<file path="config.mk">
export PLATFORM = sky130hd
export DESIGN_NAME = uart_rx_flat
export DESIGN_NICKNAME = d
export VERILOG_FILES = /design/src/rtl/uart_rx_if.sv /design/src/rtl/uart_rx.sv /design/src/flat_wrapper.sv
export SDC_FILE = /design/constraint.sdc
export NUM_CORES = 1
export LEC_CHECK = 0
export CAP_MARGIN = 20
export CORE_UTILIZATION = 55
export CTS_CLUSTER_SIZE = 40
export DETAILED_ROUTE_END_ITERATION = 6
export GPL_TIMING_DRIVEN = 0
export MAX_ROUTING_LAYER = met4
export PLACE_DENSITY = 0.77
export SLEW_MARGIN = 30
export SYNTH_ARGS = -nofsm -noshare
export SYNTH_HDL_FRONTEND = slang
export SYNTH_SLANG_ARGS = --single-unit
</file>
<file path="constraint.sdc">
create_clock -name clk -period 4.03 [get_ports clk]
set_input_delay 1.209 -clock clk [delete_from_list [all_inputs] [get_ports clk]]
set_output_delay 1.209 -clock clk [all_outputs]
set_load 0.01 [all_outputs]
</file>
<file path="src/rtl/uart_rx_if.sv">
// Receiver-side bundle: frame configuration in, decoded byte and status strobes out.
// The receiver takes the master modport; the system controller takes the slave side.
interface uart_rx_if #(
   parameter int DATA_WIDTH     = 8,
   parameter int PRESCALE_WIDTH = 6
);
   logic [PRESCALE_WIDTH-1:0] prescale;
   logic                      parity_enable;
   logic                      parity_type;
   logic [DATA_WIDTH-1:0]     P_DATA;
   logic                      data_valid;
   logic                      parity_error;
   logic                      stop_error;
   logic                      busy;

   modport master (
      input  prescale, parity_enable, parity_type,
      output P_DATA, data_valid, parity_error, stop_error, busy
   );

   modport slave (
      output prescale, parity_enable, parity_type,
      input  P_DATA, data_valid, parity_error, stop_error, busy
   );
endinterface

</file>
<file path="src/rtl/uart_rx.sv">
// Oversampling UART receiver: 2-flop synchroniser, majority-vote bit recovery,
// optional even/odd parity, stop check, one-cycle result strobes.
//
// state  | meaning
// IDLE   | line idle; waits for a high-to-low transition on rx_s
// START  | validating start bit; a high mid-bit vote rejects it as a glitch
// DATA   | shifting in DATA_WIDTH data bits, LSB first
// PARITY | sampling parity bit and recording mismatch
// STOP   | sampling stop bit; result strobes launch at the decision point
// DONE   | completion cycle: strobes visible, busy still high
module uart_rx #(
   parameter int DATA_WIDTH     = 8,
   parameter int PRESCALE_WIDTH = 6
) (
   input  logic        clk,
   input  logic        rst,
   input  logic        RX_IN,
   uart_rx_if.master   bus
);
   localparam int PW = PRESCALE_WIDTH;
   localparam int BW = (DATA_WIDTH > 1) ? $clog2(DATA_WIDTH) : 1;

   typedef enum logic [2:0] {IDLE, START, DATA, PARITY, STOP, DONE} state_t;

   state_t                state;
   logic                  rx_meta;
   logic                  rx_s;
   logic                  armed;
   logic [PW-1:0]         edge_cnt;
   logic [BW-1:0]         bit_cnt;
   logic [PW-1:0]         presc_l;
   logic                  pe_l;
   logic                  pt_l;
   logic                  s0;
   logic                  s1;
   logic                  par_err;
   logic [DATA_WIDTH-1:0] shreg;

   logic [PW-1:0] half;
   logic          sample_lo;
   logic          sample_mid;
   logic          decide;
   logic          bit_end;
   logic          bit_val;

   always_comb begin
      half       = presc_l >> 1;
      sample_lo  = (edge_cnt == half - PW'(1));
      sample_mid = (edge_cnt == half);
      decide     = (edge_cnt == half + PW'(1));
      bit_end    = (edge_cnt == presc_l - PW'(1));
      bit_val    = (s0 & s1) | (s0 & rx_s) | (s1 & rx_s);
   end

   always_ff @(posedge clk or negedge rst) begin
      if (!rst) begin
         rx_meta <= 1'b1;
         rx_s    <= 1'b1;
      end else begin
         rx_meta <= RX_IN;
         rx_s    <= rx_meta;
      end
   end

   always_ff @(posedge clk or negedge rst) begin
      if (!rst) begin
         state            <= IDLE;
         armed            <= 1'b0;
         edge_cnt         <= '0;
         bit_cnt          <= '0;
         presc_l          <= PW'(8);
         pe_l             <= 1'b0;
         pt_l             <= 1'b0;
         s0               <= 1'b0;
         s1               <= 1'b0;
         par_err          <= 1'b0;
         shreg            <= '0;
         bus.P_DATA       <= '0;
         bus.data_valid   <= 1'b0;
         bus.parity_error <= 1'b0;
         bus.stop_error   <= 1'b0;
         bus.busy         <= 1'b0;
      end else begin
         bus.data_valid   <= 1'b0;
         bus.parity_error <= 1'b0;
         bus.stop_error   <= 1'b0;

         if (state != IDLE && state != DONE) begin
            edge_cnt <= bit_end ? '0 : edge_cnt + PW'(1);
            if (sample_lo)  s0 <= rx_s;
            if (sample_mid) s1 <= rx_s;
         end

         case (state)
            IDLE: begin
               // armed guarantees a true falling edge, so a line stuck low never retriggers
               if (armed && !rx_s) begin
                  state    <= START;
                  armed    <= 1'b0;
                  edge_cnt <= '0;
                  par_err  <= 1'b0;
                  bus.busy <= 1'b1;
                  pe_l     <= bus.parity_enable;
                  pt_l     <= bus.parity_type;
                  if (bus.prescale == PW'(16) || bus.prescale == PW'(32))
                     presc_l <= bus.prescale;
                  else
                     presc_l <= PW'(8);
               end else if (rx_s) begin
                  armed <= 1'b1;
               end
            end
            START: begin
               if (decide && bit_val) begin
                  state    <= IDLE;
                  armed    <= 1'b1;
                  bus.busy <= 1'b0;
               end else if (bit_end) begin
                  state   <= DATA;
                  bit_cnt <= '0;
               end
            end
            DATA: begin
               if (decide) shreg <= {bit_val, shreg[DATA_WIDTH-1:1]};
               if (bit_end) begin
                  if (bit_cnt == BW'(DATA_WIDTH - 1))
                     state <= pe_l ? PARITY : STOP;
                  else
                     bit_cnt <= bit_cnt + BW'(1);
               end
            end
            PARITY: begin
               if (decide) par_err <= bit_val ^ (^shreg) ^ pt_l;
               if (bit_end) state <= STOP;
            end
            STOP: begin
               if (decide) begin
                  state <= DONE;
                  armed <= bit_val;
                  if (!bit_val) begin
                     bus.stop_error   <= 1'b1;
                     bus.parity_error <= par_err;
                  end else if (par_err) begin
                     bus.parity_error <= 1'b1;
                  end else begin
                     bus.P_DATA     <= shreg;
                     bus.data_valid <= 1'b1;
                  end
               end
            end
            DONE: begin
               state    <= IDLE;
               bus.busy <= 1'b0;
               if (rx_s) armed <= 1'b1;
            end
            default: begin
               state    <= IDLE;
               bus.busy <= 1'b0;
            end
         endcase
      end
   end
endmodule

</file>
<file path="src/flat_wrapper.sv">
// flat-port wrapper written by rule: the top's interface ports become plain ports
module uart_rx_flat 
#(
   parameter int DATA_WIDTH     = 8,
   parameter int PRESCALE_WIDTH = 6
)
  (clk, rst, RX_IN, bus_prescale, bus_parity_enable, bus_parity_type, bus_P_DATA, bus_data_valid, bus_parity_error, bus_stop_error, bus_busy);
  uart_rx_if #(.DATA_WIDTH(DATA_WIDTH), .PRESCALE_WIDTH(PRESCALE_WIDTH)) bus_i ();
  input  logic clk;
  input  logic rst;
  input  logic RX_IN;
  input wire logic [$bits(bus_i.prescale)-1:0] bus_prescale;
  input wire logic [$bits(bus_i.parity_enable)-1:0] bus_parity_enable;
  input wire logic [$bits(bus_i.parity_type)-1:0] bus_parity_type;
  output wire logic [$bits(bus_i.P_DATA)-1:0] bus_P_DATA;
  output wire logic [$bits(bus_i.data_valid)-1:0] bus_data_valid;
  output wire logic [$bits(bus_i.parity_error)-1:0] bus_parity_error;
  output wire logic [$bits(bus_i.stop_error)-1:0] bus_stop_error;
  output wire logic [$bits(bus_i.busy)-1:0] bus_busy;
  assign bus_i.prescale = bus_prescale;
  assign bus_i.parity_enable = bus_parity_enable;
  assign bus_i.parity_type = bus_parity_type;
  assign bus_P_DATA = bus_i.P_DATA;
  assign bus_data_valid = bus_i.data_valid;
  assign bus_parity_error = bus_i.parity_error;
  assign bus_stop_error = bus_i.stop_error;
  assign bus_busy = bus_i.busy;
  uart_rx #(.DATA_WIDTH(DATA_WIDTH), .PRESCALE_WIDTH(PRESCALE_WIDTH)) u_core (.clk(clk), .rst(rst), .RX_IN(RX_IN), .bus(bus_i));
endmodule
</file>
==> flow_metrics.py, run 1 <==
metrics = {
    "final_layout": {
        "fill_cells": 384,
        "drive_gt1_frac": 0.1644,
        "final_cell_mix": "43 x dfrtp_1, 21 x xnor2_1, 21 x clkdlybuf4s50_1",
        "nets": 309,
        "final-seq-area_um2": 1155,
        "final_common_cell": "dfrtp_1",
        "diodes": 0,
        "areaGrowthSynthToFinish_pct": 13.93,
        "multi_input_area_um2": 1384,
    },
    "detailed_routing": {
        "routedWlPerCell_um": 15.33,
        "vias": 1999,
        "first_pass_iters": 4,
        "final_antenna_net_count": 0,
        "via_per_inst": 5.777,
        "drt_wl_total_um": 5304,
        "drt-initial-drc-count": 166,
        "drcViolationCount": 0,
    },
    "run": {
        "drv_cap": 0,
    },
    "sta": {
        "slew_headroom": 0.5598,
        "tns_ps": 0,
        "fmax_mhz": 344.1,
        "tightest_slew_ps": 655.2,
        "hold_viol": 0,
        "period_minus_slack_ps": 2906,
        "finalCritPeriodShare": 0.7211,
        "finalSetupViolCount": 0,
        "skew_ps": 5.098,
        "holdWs_ps": 358.8,
        "drv_slew": 0,
        "rsz0062_at_grt": "false",
    },
    "outcome": {
        "status": "finished clean",
    },
    "pwr": {
        "ir_drop_mv": 0.3031,
        "power.density_nw_per_um2": 543.9,
        "leakagePower_nw": 1.380,
    },
    "placed_design": {
        "dp_hpwl_um": 3845,
        "place.gp.congestion": 0.8951,
        "port_buffers": 22,
    },
    "floorplan": {
        "rows": 25,
        "fp.dieH_um": 71.78,
        "core-area_um2": 4692,
        "start_util": 0.5707,
        "die_w_um": 71.78,
        "io_pins": 23,
        "dieArea_um2": 5152,
    },
    "synthesis": {
        "ys_warn_count": 0,
        "synth-seq-cells": 46,
        "synth_edf_count": 0,
        "syn_area_um2": 2678,
        "ys_seq_area_frac": 0.4313,
        "ys_types": 51,
        "postSynth.asyncResetShare": 1.000,
        "synthCells": 262,
        "syn_avg_cell_area_um2": 10.22,
        "synth_nets": 280,
        "ys.flop_type": "dfrtp_1",
    },
    "setup_path": {
        "r2r_end": "u_core.bus.P_DATA[7]$_DFFE_PN0P_",
        "cp-start-kind": "register",
        "crit_type": "register to register",
        "r2r_start": "u_core.presc_l[2]$_DFFE_PN0P_",
        "crit_arrival_ps": 3100,
        "required_ps": 4230,
        "critPathMaxFanout": 9,
        "ff2ff_path_depth": 9,
        "end_kind": "register",
        "ff2ff_setup_slack_ps": 1120,
    },
    "clock_network": {
        "cts_buffers": 5,
        "clk_latency_ps": 300,
        "cts_tree": "done",
        "cts_setup_buffers": 0,
        "clock_sinks": 46,
        "cts-root-buf": "clkbuf_8",
        "cts.clk_slew.worst_paths_ps": 90,
        "cts-hold-fix-buffers": 0,
        "cts_buffer_depth": 2,
        "h-tree-depth": 2,
        "cts_resized": 0,
    },
    "global_route": {
        "grt_pass1_wl_um": 9059,
        "grt.overflow.total": 0,
        "grt_max_degree": 47,
        "first_global_vias": 2047,
        "grt.total_usage": 0.2343,
        "antenna_found_initial": 0,
    },
    "hold_path": {
        "holdPathStages": 0,
        "hold_class": "register to register",
        "holdPathEnd": "u_core.rx_s$_DFF_PN1_",
        "min_from": "u_core.rx_meta$_DFF_PN1_",
    },
}
worst max-delay path, stage by stage (launching register included):
cell and delay (ps):
dfrtp_1 350, buf_2 220, inv_1 150, ha_1 330, xnor2_1 250, nand3_1 160, or2_1 260, buf_6 140
nor4_4 540, mux2_2 400
layer usage:
layer | vias to the layer above | routed length [um] | part of all wire | track usage
met5 | - | 0 | 0 | -
met4 | 0 | 99 | 0.019 | 0.1176
met3 | 10 | 189 | 0.036 | 0.03657
met2 | 46 | 2446 | 0.46 | 0.3637
met1 | 962 | 2567 | 0.48 | 0.2993
li1 | 981 | - | - | -
Yosys cell counts (5+ instances only):
| cell | count | area share |
|---|---|---|
| nor4_1 | 5 | 0.012 |
| nor3_1 | 9 | 0.017 |
| nand4_1 | 5 | 0.012 |
| xor2_1 | 12 | 0.039 |
| nand3_1 | 5 | 0.0093 |
| o21ai_0 | 5 | 0.0093 |
| mux2_2 | 19 | 0.080 |
| ha_1 | 7 | 0.033 |
| inv_1 | 12 | 0.017 |
| nor2_1 | 18 | 0.025 |
| o31ai_1 | 5 | 0.014 |
| nand2_1 | 19 | 0.027 |
| a21oi_1 | 8 | 0.015 |
| clkbuf_1 | 6 | 0.0084 |
| xnor2_1 | 21 | 0.069 |
| dfrtp_1 | 43 | 0.40 |
kinds of logic (layout without fill, tap and decap cells):
logic type / Yosys count / after routing / synth area share
AO/OA/AOI/OAI: 45 / 45 / 0.1248
XOR/XNOR: 33 / 33 / 0.1079
adder cells (fa/ha/maj): 8 / 8 / 0.03645
buffers and inverters: 28 / 58 / 0.05186
flip-flops: 46 / 46 / 0.4313
multiplexers: 21 / 21 / 0.08739
AND/OR/NAND/NOR: 81 / 81 / 0.1603
power by group:
group | switching (W) | total, W | internal [W]
Combinational | 0.000442 | 0.000769 | 0.000326
Clock | 0.000164 | 0.000287 | 0.000122
Sequential | 0.0000559 | 0.000604 | 0.000548
sequential cells by signal (all words and copies together), names as in the netlist:
signal	flops
u_core.bus.P_DATA	8
u_core.pe_l	1
u_core.bit_cnt	3
u_core.par_err	1
u_core.state	3
u_core.armed	1
u_core.bus.stop_error	1
u_core.rx_s	1
u_core.shreg	8
u_core.s1	1
u_core.bus.data_valid	1
u_core.presc_l	6
u_core.pt_l	1
u_core.bus.busy	1
u_core.rx_meta	1
u_core.bus.parity_error	1
u_core.s0	1
u_core.edge_cnt	6
layout make-up:
type                            count  area share
Tap cell                           54     0.02215
Timing Repair Buffer               22     0.07137
Clock inverter                      3    0.006153
Buffer                             16     0.03076
Sequential cell                    46      0.3786
Clock buffer                        5     0.02256
Multi-Input combinational cell    188      0.4537
Inverter                           12     0.01477
how the worst max path moves through the flow:
stage,cells past startpoint,slack [ps],start,endpoint
after global placement,1,540,rst,u_core.presc_l[5]$_DFFE_PN0P_
after floorplan,9,1530,u_core.presc_l[1]$_DFFE_PN0P_,u_core.bus.P_DATA[0]$_DFFE_PN0P_
after global routing,9,910,u_core.presc_l[2]$_DFFE_PN0P_,u_core.shreg[2]$_DFFE_PN0P_
after CTS,9,1120,u_core.presc_l[2]$_DFFE_PN0P_,u_core.shreg[7]$_DFFE_PN0P_
final,9,1120,u_core.presc_l[2]$_DFFE_PN0P_,u_core.bus.P_DATA[7]$_DFFE_PN0P_
after detailed placement,9,1130,u_core.presc_l[2]$_DFFE_PN0P_,u_core.shreg[0]$_DFFE_PN0P_
stage by stage:
| step | instance area [um^2] | std cells | setup slack, ps | power [W] | utilization |
|---|---|---|---|---|---|
| final | 3050 | 346 | 1124 | 0.001659 | 0.6501 |
| after global routing | 3050 | 346 | 912.6 | 0.001779 | 0.6501 |
| after CTS | 3050 | 346 | 1118 | 0.001665 | 0.6501 |
| after detailed placement | 2963 | 338 | 1130 | 0.001374 | 0.6315 |
| after global placement | 2965 | 338 | 536.0 | 0.001357 | 0.6320 |
| after floorplan | 2678 | 262 | 1533 | 0.001205 | - |
No activity file was read; power rests on OpenSTA's default activity.
==> run 2, diff against run 1 <==
- clock period: 4.03 -> 2.7 ns (I/O delays scaled with it)
==> run 2 against run 1 <==
Critical path depth rose by 1. Global-route usage barely moved. Hold slack barely moved. Register-to-register slack got worse by 990 ps. Combinational power rose by 53%. Worst setup slack got worse by 990 ps. Clock skew fell by 0.78 ps. First-iteration DRC count fell by 2.4%. Die area did not move. Final cell count rose by 0.87%. Sequential power rose by 49%. Sequential cell count did not move. Critical endpoint is now u_core.shreg[0]$_DFFE_PN0P_. Largest power group unchanged.
==> flow_metrics.py, run 2 (same netlist as run 1, synthesis figures left out) <==
metrics = {
    "outcome": {
        "status": "finished clean",
    },
    "detailed_routing": {
        "drt_wl_total_um": 5350,
        "vias": 1993,
        "via_per_inst": 5.711,
        "drt-initial-drc-count": 162,
        "final_antenna_net_count": 0,
        "drcViolationCount": 0,
        "routedWlPerCell_um": 15.33,
        "first_pass_iters": 4,
    },
    "setup_path": {
        "crit_arrival_ps": 2760,
        "crit_path_max_incr_delay_ps": 390,
        "required_ps": 2900,
        "cp-start-kind": "register",
        "cp_top_family": "buffers and inverters",
        "critical_path_buf_inv_count": 4,
        "crit_type": "register to register",
        "crit_path_start": "u_core.presc_l[2]$_DFFE_PN0P_",
        "end_kind": "register",
        "r2r_start": "u_core.presc_l[2]$_DFFE_PN0P_",
        "cp_slowest_cell": "dfrtp_1",
        "critPathMaxFanout": 9,
        "path_cells": "clkbuf_4 -> inv_1 -> ha_1 -> xnor2_2 -> nand3_1 -> or2_1 -> buf_6 -> nor3_4 -> buf_12 -> mux2_2",
    },
    "floorplan": {
        "dieArea_um2": 5152,
        "rows": 25,
        "fp.dieH_um": 71.78,
        "core-area_um2": 4692,
        "die_w_um": 71.78,
        "start_util": 0.5707,
        "io_pins": 23,
    },
    "placed_design": {
        "dp_hpwl_um": 3845,
        "port_buffers": 22,
        "place.gp.congestion": 0.8951,
        "place_ws_ps": -200.5,
        "dp.cells": 338,
    },
    "final_layout": {
        "nets": 312,
        "final_common_cell": "dfrtp_1",
        "diodes": 0,
        "final_cell_count_no_fill": 349,
        "areaGrowthSynthToFinish_pct": 16.07,
        "final_cell_mix": "43 x dfrtp_1, 21 x clkdlybuf4s50_1, 20 x xnor2_1",
        "drive_gt1_frac": 0.1763,
        "final_core_util": 0.6624,
        "reg_top3": "u_core.bus.P_DATA (8), u_core.shreg (8)",
    },
    "sta": {
        "period_minus_slack_ps": 2566,
        "slew_headroom": 0.5543,
        "tightest_slew_ps": 663.5,
        "rsz0062_at_grt": "true",
        "hold_viol": 0,
        "drv_slew": 0,
        "skew_ps": 4.315,
        "finalSetupViolCount": 0,
        "fin_ws_ps": 133.8,
        "fmax_mhz": 389.7,
        "finalCritPeriodShare": 0.9504,
    },
    "clock_network": {
        "cts-root-buf": "clkbuf_8",
        "cts_buffer_depth": 2,
        "h-tree-depth": 2,
        "cts_buffers": 5,
        "cts-hold-fix-buffers": 0,
        "clk_latency_ps": 310,
        "cts_tree": "done",
        "clock_sinks": 46,
        "cts.clk_slew.worst_paths_ps": 90,
    },
    "hold_path": {
        "min_from": "u_core.rx_meta$_DFF_PN1_",
        "hold_class": "register to register",
    },
    "global_route": {
        "grt_max_degree": 47,
        "grt.overflow.total": 0,
        "antenna_found_initial": 0,
        "grt.total_usage": 0.2347,
        "first_global_vias": 2038,
        "grt_pass1_wl_um": 9073,
    },
    "pwr": {
        "power.density_nw_per_um2": 807.1,
        "ir_drop_mv": 0.4531,
        "leakagePower_nw": 1.406,
    },
    "run": {
        "drv_cap": 0,
    },
}
run 2: cell count changes in the layout (fill, tap and decap cells not counted):
cell	change
buf_12	+1
buf_6	+1
nor3_2	-1
xnor2_2	+1
buf_4	+1
nor3_4	+1
buf_2	-2
xnor2_1	-1
clkbuf_4	+2
run 2: area by class of cell:
| type | instances | area [um^2] |
|---|---|---|
| plain buffers | 16 | 98.84 |
| inverters | 12 | 45.04 |
| repair buffers | 25 | 256.5 |
| flip-flops and latches | 46 | 1155 |
| clock buffers | 5 | 68.82 |
| well taps | 54 | 67.56 |
| clock inverters | 3 | 18.77 |
| fillers | 376 | 1584 |
| multi-input cells | 188 | 1398 |
run 2: metal layers:
layer  vias to the layer above  wire length, um  GRT usage
li1                        983                -          -
met1                       958             2555     0.3005
met2                        45             2515     0.3753
met3                         7              211    0.03235
met4                         0               68     0.1002
met5                         -                0          -
run 2: per-stage QoR:
stage | power [W] | hold WS (ps) | instance area (um^2) | TNS (ps)
after floorplan | 0.001798 | 345.2 | 2678 | 0
after global placement | 0.002026 | 347.4 | 2965 | -19060
after detailed placement | 0.002051 | 347.0 | 2963 | -3052
after CTS | 0.002493 | 359.7 | 3064 | 0
after global routing | 0.002682 | 362.3 | 3108 | -4.734
final | 0.002508 | 358.6 | 3108 | 0
run 2: power breakdown:
group	internal, W	switching [W]	leakage [nW]
Clock	0.000183	0.000248	0.0483
Sequential	0.000818	0.0000833	0.610
Combinational	0.000503	0.000673	0.747
Total	0.00150	0.00100	1.41
run 2: final timing paths:
kind	to	slack [ps]	cells after the start
worst max-delay path	u_core.shreg[0]$_DFFE_PN0P_	130	10
worst min-delay path	u_core.rx_s$_DFF_PN1_	360	0
worst max register to register	u_core.shreg[0]$_DFFE_PN0P_	130	10
worst min register to register	u_core.rx_s$_DFF_PN1_	360	0
max in group asynchronous	u_core.rx_meta$_DFF_PN1_	1820	1
min in group asynchronous	u_core.bit_cnt[1]$_DFFE_PN0P_	500	1
run 2: timing repair:
action,in CTS,in global routing
gates cloned,0,0
setup endpoints to repair,16,20
pin swaps,2,1
resized for setup,1,4
buffers inserted,1,2
